==> src/rtl/trip_scheduler_pkg.sv <==
// Shared floor labels, state encoding and call-vector type for the trip scheduler.
package trip_scheduler_pkg;

  localparam int unsigned NUM_FLOORS = 3;
  localparam int unsigned FLOOR_W    = 2;
  localparam int unsigned DWELL_W    = 4;

  localparam logic [FLOOR_W-1:0] FLOOR_F1 = 2'b00;
  localparam logic [FLOOR_W-1:0] FLOOR_F2 = 2'b01;
  localparam logic [FLOOR_W-1:0] FLOOR_F3 = 2'b10;

  typedef enum logic [1:0] {
    IDLE      = 2'd0,
    MOVING    = 2'd1,
    DOOR_OPEN = 2'd2
  } state_e;

  typedef logic [NUM_FLOORS-1:0] call_vec_t;

endpackage

==> src/rtl/trip_scheduler_scan.sv <==
// scan_select: combinational SCAN goal picker; nearest call in the sweep
// direction, reversing only when nothing is left ahead.
module scan_select
  import trip_scheduler_pkg::*;
#(
  parameter logic [FLOOR_W-1:0] LABEL_F1 = FLOOR_F1,
  parameter logic [FLOOR_W-1:0] LABEL_F2 = FLOOR_F2,
  parameter logic [FLOOR_W-1:0] LABEL_F3 = FLOOR_F3
) (
  input  call_vec_t          call_req,
  input  logic [FLOOR_W-1:0] cur_floor,
  input  logic               dir_up,
  output logic [FLOOR_W-1:0] next_goal_c,
  output logic               next_dir_c,
  output logic               goal_found_c
);

  call_vec_t          above;
  call_vec_t          below;
  logic [FLOOR_W-1:0] near_above;
  logic [FLOOR_W-1:0] near_below;

  // Split pending calls into those above and below the car.
  always_comb begin
    above = '0;
    below = '0;
    if (cur_floor == LABEL_F1) begin
      above = call_req & 3'b110;
    end else if (cur_floor == LABEL_F2) begin
      above = call_req & 3'b100;
      below = call_req & 3'b001;
    end else if (cur_floor == LABEL_F3) begin
      below = call_req & 3'b011;
    end
  end

  assign near_above = above[1] ? LABEL_F2 : LABEL_F3;
  assign near_below = below[1] ? LABEL_F2 : LABEL_F1;

  always_comb begin
    next_goal_c  = cur_floor;
    next_dir_c   = dir_up;
    goal_found_c = 1'b0;
    if (dir_up) begin
      if (|above) begin
        goal_found_c = 1'b1;
        next_goal_c  = near_above;
      end else if (|below) begin
        goal_found_c = 1'b1;
        next_goal_c  = near_below;
        next_dir_c   = 1'b0;
      end
    end else begin
      if (|below) begin
        goal_found_c = 1'b1;
        next_goal_c  = near_below;
      end else if (|above) begin
        goal_found_c = 1'b1;
        next_goal_c  = near_above;
        next_dir_c   = 1'b1;
      end
    end
  end

endmodule

==> src/rtl/trip_scheduler.sv <==
// Three-floor elevator trip scheduler: SCAN dispatch, door dwell, overload hold.
// Optional emergency recall to F1 is built when SOS_RECALL_EN is defined.
module trip_scheduler
  import trip_scheduler_pkg::*;
#(
  parameter int unsigned        DWELL    = 2,
  parameter logic [FLOOR_W-1:0] LABEL_F1 = FLOOR_F1,
  parameter logic [FLOOR_W-1:0] LABEL_F2 = FLOOR_F2,
  parameter logic [FLOOR_W-1:0] LABEL_F3 = FLOOR_F3
) (
  input  logic               door_clk,
  input  logic               button_reset,
  input  call_vec_t          call_req,
  input  logic [FLOOR_W-1:0] cur_floor,
  input  logic               weight_over,
  input  logic               sos_mode,
  output logic [FLOOR_W-1:0] goal_floor,
  output logic               goal_valid,
  output call_vec_t          call_clear,
  output logic               door_open,
  output logic               dir_up
);

  localparam logic [DWELL_W-1:0] DWELL_LOAD = DWELL_W'(DWELL - 1);

  state_e             state, state_nx;
  logic [FLOOR_W-1:0] goal_nx;
  logic               valid_nx, door_nx, dir_nx;
  call_vec_t          clear_nx;
  logic [DWELL_W-1:0] dwell, dwell_nx;

  call_vec_t          pending, cur_bit, goal_bit;
  logic               floor_ok;
  logic [FLOOR_W-1:0] scan_goal_c;
  logic               scan_dir_c, scan_found_c;
  logic               sos;

`ifdef SOS_RECALL_EN
  assign sos = sos_mode;
`else
  logic sos_unused;
  assign sos        = 1'b0;
  assign sos_unused = sos_mode;
`endif

  function automatic call_vec_t floor_bit(input logic [FLOOR_W-1:0] f);
    floor_bit = '0;
    if (f == LABEL_F1)      floor_bit = 3'b001;
    else if (f == LABEL_F2) floor_bit = 3'b010;
    else if (f == LABEL_F3) floor_bit = 3'b100;
  endfunction

  // A call being cleared this cycle is still visible until the latch drops it.
  assign pending  = call_req & ~call_clear;
  assign cur_bit  = floor_bit(cur_floor);
  assign goal_bit = floor_bit(goal_floor);
  assign floor_ok = |cur_bit;

  scan_select #(
    .LABEL_F1(LABEL_F1),
    .LABEL_F2(LABEL_F2),
    .LABEL_F3(LABEL_F3)
  ) u_scan (
    .call_req    (pending),
    .cur_floor   (cur_floor),
    .dir_up      (dir_up),
    .next_goal_c (scan_goal_c),
    .next_dir_c  (scan_dir_c),
    .goal_found_c(scan_found_c)
  );

  always_ff @(posedge door_clk or posedge button_reset) begin
    if (button_reset) begin
      state      <= IDLE;
      goal_floor <= LABEL_F1;
      goal_valid <= 1'b0;
      call_clear <= '0;
      door_open  <= 1'b0;
      dir_up     <= 1'b1;
      dwell      <= '0;
    end else begin
      state      <= state_nx;
      goal_floor <= goal_nx;
      goal_valid <= valid_nx;
      call_clear <= clear_nx;
      door_open  <= door_nx;
      dir_up     <= dir_nx;
      dwell      <= dwell_nx;
    end
  end

  always_comb begin
    state_nx = state;
    goal_nx  = goal_floor;
    valid_nx = goal_valid;
    clear_nx = '0;
    door_nx  = door_open;
    dir_nx   = dir_up;
    dwell_nx = dwell;
    if (!floor_ok) begin
      state_nx = IDLE;
      valid_nx = 1'b0;
      door_nx  = 1'b0;
      dwell_nx = '0;
    end else begin
      case (state)
        IDLE: begin
          if (sos) begin
            if (cur_bit[0]) begin
              state_nx = DOOR_OPEN;
              door_nx  = 1'b1;
              dwell_nx = DWELL_LOAD;
            end else begin
              state_nx = MOVING;
              goal_nx  = LABEL_F1;
              valid_nx = 1'b1;
              dir_nx   = 1'b0;
            end
          end else if (|(pending & cur_bit)) begin
            state_nx = DOOR_OPEN;
            clear_nx = cur_bit;
            door_nx  = 1'b1;
            dwell_nx = DWELL_LOAD;
          end else if (scan_found_c) begin
            state_nx = MOVING;
            goal_nx  = scan_goal_c;
            valid_nx = 1'b1;
            dir_nx   = scan_dir_c;
          end
        end
        MOVING: begin
          if (sos && goal_floor != LABEL_F1) begin
            goal_nx = LABEL_F1;
            dir_nx  = 1'b0;
          end else if (cur_floor == goal_floor) begin
            state_nx = DOOR_OPEN;
            valid_nx = 1'b0;
            clear_nx = sos ? '0 : goal_bit;
            door_nx  = 1'b1;
            dwell_nx = DWELL_LOAD;
          end
        end
        DOOR_OPEN: begin
          door_nx = 1'b1;
          if (sos && !cur_bit[0]) begin
            state_nx = IDLE;
            door_nx  = 1'b0;
          end else if (!sos && |(pending & cur_bit)) begin
            clear_nx = cur_bit;
            dwell_nx = DWELL_LOAD;
          end else if (weight_over || sos) begin
            dwell_nx = DWELL_LOAD;
          end else if (dwell == '0) begin
            state_nx = IDLE;
            door_nx  = 1'b0;
          end else begin
            dwell_nx = dwell - DWELL_W'(1);
          end
        end
        default: begin
          state_nx = IDLE;
          valid_nx = 1'b0;
          door_nx  = 1'b0;
        end
      endcase
    end
  end

endmodule

==> config.mk <==
export PLATFORM = sky130hd
export DESIGN_NAME = trip_scheduler
export DESIGN_NICKNAME = d
export VERILOG_FILES = /design/src/rtl/trip_scheduler_pkg.sv /design/src/rtl/trip_scheduler_scan.sv /design/src/rtl/trip_scheduler.sv
export SDC_FILE = /design/constraint.sdc
export NUM_CORES = 1
export LEC_CHECK = 0
export BUFFER_PORTS_ARGS = -buffer_cell sky130_fd_sc_hd__buf_4
export CORE_UTILIZATION = 48
export DETAILED_ROUTE_END_ITERATION = 10
export HOLD_SLACK_MARGIN = 0.1
export PLACE_DENSITY_LB_ADDON = 0.1
export RECOVER_POWER = 25
export SLEW_MARGIN = 5
export SYNTH_ARGS = -nofsm -noshare
export SYNTH_HDL_FRONTEND = slang
export SYNTH_SLANG_ARGS = --single-unit
==> constraint.sdc <==
create_clock -name door_clk -period 2 [get_ports door_clk]
set_clock_uncertainty 0.1 [all_clocks]
set_input_delay 0.4 -clock door_clk [delete_from_list [all_inputs] [get_ports door_clk]]
set_output_delay 0.4 -clock door_clk [all_outputs]
set_load 0.01 [all_outputs]
# Yosys cells after proc, flatten, opt, wreduce, memory -nomap -nowiden
# Index checks and enable logic that the tools add are counted.
# Widths: inputs -> output; s select.
# word_totals
inputBits	9
regBits	14
# op_classes
bitwise_logic	4
muxes	58
n_addsub	1
reduce_logical	14
eq_ne	18
# op_table
op	count
$mux 3	13
$mux 2	14
$mux 4	6
$ne 3x3->1 const B	7
$mux 1	20
$pmux 4 s3	1
$reduce_and 4->1	3
$reduce_or 3->1	4
$and 3x3->3	2
$eq 2x1->1 const B	3
$eq 2x2->1 const B	3
$logic_not 2->1	3
$pmux 1 s3	2
$pmux 2 s3	1
$pmux 3 s2	1
$ne 5x5->1 const B	1
$reduce_and 5->1	1
$logic_not 4->1	1
$ne 4x1->1 const B	1
$ne 4x4->1 const B	1
$sub 4x1->4 const B	1
$not 3->3	1
$eq 2x2->1	1
$ne 2x2->1 const B	1
other kinds (3)	3

# Logic depth before layout (Yosys ltp)
# logic_depth
ltp_word	13
ltp_mapped	7
depth_no_buf	7

# Hierarchy
# A second synthesis with hierarchy kept.
# hier_totals
cells_unflattened	104
area_unflattened_um2	958.4
# modules_own_cells
module	n_inst	seq_area_each_um2	area_each_um2	cells_each
trip_scheduler	1	351.6	857.1	84
scan_select	1	0.0	101.3	20

# Least setup slack after synthesis
# OpenSTA, ideal clock, no wires.
# synth_path
kind	register to register
startpoint	register dwell[0]
endpoint	register dwell[0]
synth_period_minus_slack_ps	2219
setup_slack_ps	-219
setup_ps	125
n_path_buf	0
t_required_ps	1775
stages_incl_launch_ff	8
arrival_ps	1994
cell_sequence	dfrtp_1 -> inv_1 -> ha_1 -> or4b_1 -> o41a_1 -> nor3_4 -> nor3_2 -> mux2_4
# synth_between
elab_chain_cells	6
# synth_lines
element	line_no	rtl
start, declared	trip_scheduler.sv:30	logic [DWELL_W-1:0] dwell, dwell_nx;
start signal, assigned	trip_scheduler.sv:88	dwell <= dwell_nx;
$sub 4x1->4	trip_scheduler.sv:157	dwell_nx = dwell - DWELL_W'(1);
$mux 4	trip_scheduler.sv:153	end else if (dwell == '0) begin
$mux 4	trip_scheduler.sv:151	end else if (weight_over || sos) begin
$mux 4	trip_scheduler.sv:148	end else if (!sos && |(pending & cur_bit)) begin
$pmux 4 s3	trip_scheduler.sv:106	case (state)
$mux 4	trip_scheduler.sv:100	if (!floor_ok) begin
# Parallel ways exist; a longest one is shown, timed or not. The select of a mux whose other input is x is not followed.
# A chain may end at the register's enable or synchronous reset.

# Final worst setup path
# layout_path
startpoint	register dwell[1]
endpoint	register dwell[0]
# layout_between
elab_chain_cells	3
# layout_lines
element	line_no
$logic_not 4->1	trip_scheduler.sv:153
$ne 5x5->1 (no line)	--
$reduce_and 4->1 (no line)	--
# No other way between the ends.

==> results.tsv <==
stage	metric	value	unit
outcome	run_status	finished with violations	
outcome	violations	setup timing	
place	placed_cells	157	
power	p_per_area	1170	nW/µm²
synth	synthAdderAreaFrac	2.76	%
clock_tree	clkTransAtPathRegs	0.10	ns
die	num_rows	15	
finish	final_area	1320	µm²
setup_path	cp-start-kind	flop	
sta	fin_crit_sh	116	%
routing	dr.pass1.iters	5	
global_route	grt_pass1_vias	894	
synth	yosysUniqueCellTypes	38	
synth	synth_xor_xnor_area_share	0	%
clock_tree	cts_tree	done	
global_route	grt_pass1_wl	3770	µm
clock_tree	numClockSinks	14	
sta	fmax	429	MHz
global_route	grt_max_degree	15	
place	place_area	1210	µm²
min_path	holdPathEnd	call_clear[0]	
finish	syn_to_final_growth	45.1	%
synth	yosysMostFrequentCell	dfrtp_1	
synth	yosys.area.top_type	dfrtp_1	
global_route	grt_overflow	0	
synth	synth_top_family_by_area	simple AND/OR/NAND/NOR gates	
place	gp_congestion	0.872	
sta	relSlewSlack	64.0	%
synth	synth_ff_type	dfrtp_1	
routing	antenna_left	0	
routing	wl_per_cell	13.8	µm
finish	fill_cells	136	
power	vdd_drop_max	0.804	mV
die	die_x	45.5	µm
clock_tree	clockBufferDepth	2	
synth	seq_area_frac_synth	38.8	%
setup_path	r2r-end	dwell[0]	
clock_tree	root_buffer	clkbuf_4	
synth	muxShareOfSynthArea	7.31	%
finish	multi_input_area	523	µm²
routing	num_vias	909	
finish	fin_cells	168	
synth	synthCells	97	
die	die_y	45.5	µm
place	place.port_buffers	15	
global_route	antenna_found_initial	0	
routing	drtIter0Drc	21	
sta	rsz0062_at_grt	true	
routing	wl	2320	µm
place	dp_hpwl	1680	µm
synth	synthTopCellsByArea	dfrtp_1 36%, mux2_4 5.0%, nand2b_1 4.1%, nor2_1 4.1%, a21oi_1 3.9%	
die	io_pins	17	
synth	avgSynthCellArea	9.35	µm²
power	power.total	1.55	mW
min_path	hp-class	in2reg	
finish	drive_above_1_share	43.4	%
setup_path	r2r_start	dwell[1]	
sta	tightest_slew	0.539	ns
synth	synth_common_cells	13 x dfrtp_1, 10 x nor2_1, 8 x inv_1	
sta	slew_viol_final	0	
sta	finalHoldViolations	0	
setup_path	reg2reg_depth	7	
finish	final_util	75.4	%
synth	syn-num-nets	108	
sta	hold_ws	0.350	ns
place	place_ws	-0.303	ns
min_path	holdCritStartpoint	cur_floor[1]	
setup_path	critPathMaxFanout	3	
clock_tree	h-tree-depth	1	
synth	yosys_warnings	0	
setup_path	cp.required	2.08	ns
synth	ys_ff_latch	14	
min_path	whs_path_depth	3	
finish	antennaDiodeCount	0	
die	start_util	52.0	%
sta	setup_violations	6	
finish	nets	155	
global_route	track_usage	25.9	%
setup_path	max_stage_delay	0.45	ns
synth	synth_compound_gate_area_share	16.3	%
routing	vias_per_cell	5.41	
job	cap_viol_max_count	0	
clock_tree	clock_latency	0.30	ns
setup_path	rrSetupSlack	-0.33	ns
synth	syn_area	907	µm²
power	leakagePower	0.640	nW
synth	async_flop_share	100	%
setup_path	worstSetupPathType	reg2reg	
finish	regArea	352	µm²
setup_path	cp_cell_sequence	inv_2 > ha_1 > or4b_4 > o41a_1 > nor3_4 > nor3_4 > mux2_4	
setup_path	crit_slowest_cell	or4b_4	
die	core_area	1750	µm²
sta	setup_tns	-1.46	ns
synth	netlist.area_leader.share	35.9	%
synth	synth_edf_count	0	
setup_path	end_kind	flop	
sta	finalCriticalPeriod	2.33	ns
clock_tree	numCtsBuffers	3	
setup_path	cp.arrival	2.41	ns
setup_path	crit_top_cell	nor3_4	
die	fp.dieArea	2070	µm²
routing	route.detailed.drc	0	
synth	synthSimpleGateAreaFrac	29.5	%
sta	setup_ws	-0.330	ns
layout by cell type (no fill, tap or decap), types with 2 or more instances in the layout:
cell / synthesis / layout
nor3_1: 4 / 3
nor2b_1: 2 / 2
dfrtp_1: 13 / 13
o21ai_0: 3 / 3
nor3_4: 1 / 2
ha_1: 2 / 2
inv_2: 1 / 3
o21a_1: 2 / 2
nor2_1: 10 / 10
buf_4: 0 / 43
mux2_4: 3 / 3
a21oi_1: 7 / 7
nand2b_1: 6 / 6
nor4_1: 3 / 3
nand2_1: 6 / 6
and4bb_1: 2 / 2
inv_1: 8 / 6
clkbuf_4: 0 / 4
kinds of logic after synthesis:
| group | after synthesis |
|---|---|
| flops | 14 |
| buf+inv | 12 |
| fa+ha+maj | 2 |
| compound gates | 21 |
| simple gates | 43 |
| mux | 5 |
worst max-delay path: cells and delay by family (launching register included):
family / cells / cell delay (ns)
muxes: 1 / 0.31
and+or+nand+nor: 3 / 0.80
DFF: 1 / 0.41
buffers and inverters: 1 / 0.07
adders and majority gates: 1 / 0.12
AOI/OAI and AO/OA: 1 / 0.40
how the worst max path moves through the flow:
stage | from | slack [ns] | cells after the start | end
final | dwell[1] | -0.33 | 7 | dwell[0]
after global routing | dwell[0] | -0.39 | 7 | dwell[0]
after CTS | dwell[0] | -0.34 | 7 | dwell[0]
after detailed placement | dwell[0] | -0.30 | 7 | dwell[0]
after global placement | dwell[0] | -0.22 | 7 | dwell[0]
after floorplan | dwell[0] | -0.22 | 7 | dwell[0]
what timing repair did:
item / in CTS / in global routing
resized for setup: 2 / 3
pin swaps: 4 / 3
setup buffers: 5 / 1
endpoints found under the hold margin: 13 / 0
hold buffers: 1 / 0
setup endpoints to repair: 5 / 7
power by group:
group          internal (mW)  switching (mW)  leakage (nW)  total (mW)
clock network          0.111           0.108        0.0210       0.219
logic                  0.469           0.393         0.442       0.862
registers              0.376          0.0885         0.178       0.465
state kept, by name, summed over array words and instances, names as in the netlist:
| signal | flops |
|---|---|
| dwell | 4 |
| call_clear | 3 |
| goal_floor | 2 |
| state | 2 |
| dir_up | 1 |
| door_open | 1 |
| goal_valid | 1 |
final cells by class:
class / count / share of cell area, %
clock buffers: 4 / 2.76
flip-flops and latches: 14 / 26.7
well taps: 25 / 2.38
repair buffers: 45 / 25.9
multi-input cells: 71 / 39.7
inverters: 9 / 2.57
per-layer routing:
metal / global-route usage, % / vias to the layer above / wire length, µm
met3: 3.57 / 7 / 110
li1: - / 438 / -
met4: 9.09 / 0 / 53
met2: 43.1 / 42 / 1080
met5: 0 / - / 0
met1: 34.3 / 422 / 1070
No activity file was read; power rests on OpenSTA's default activity.
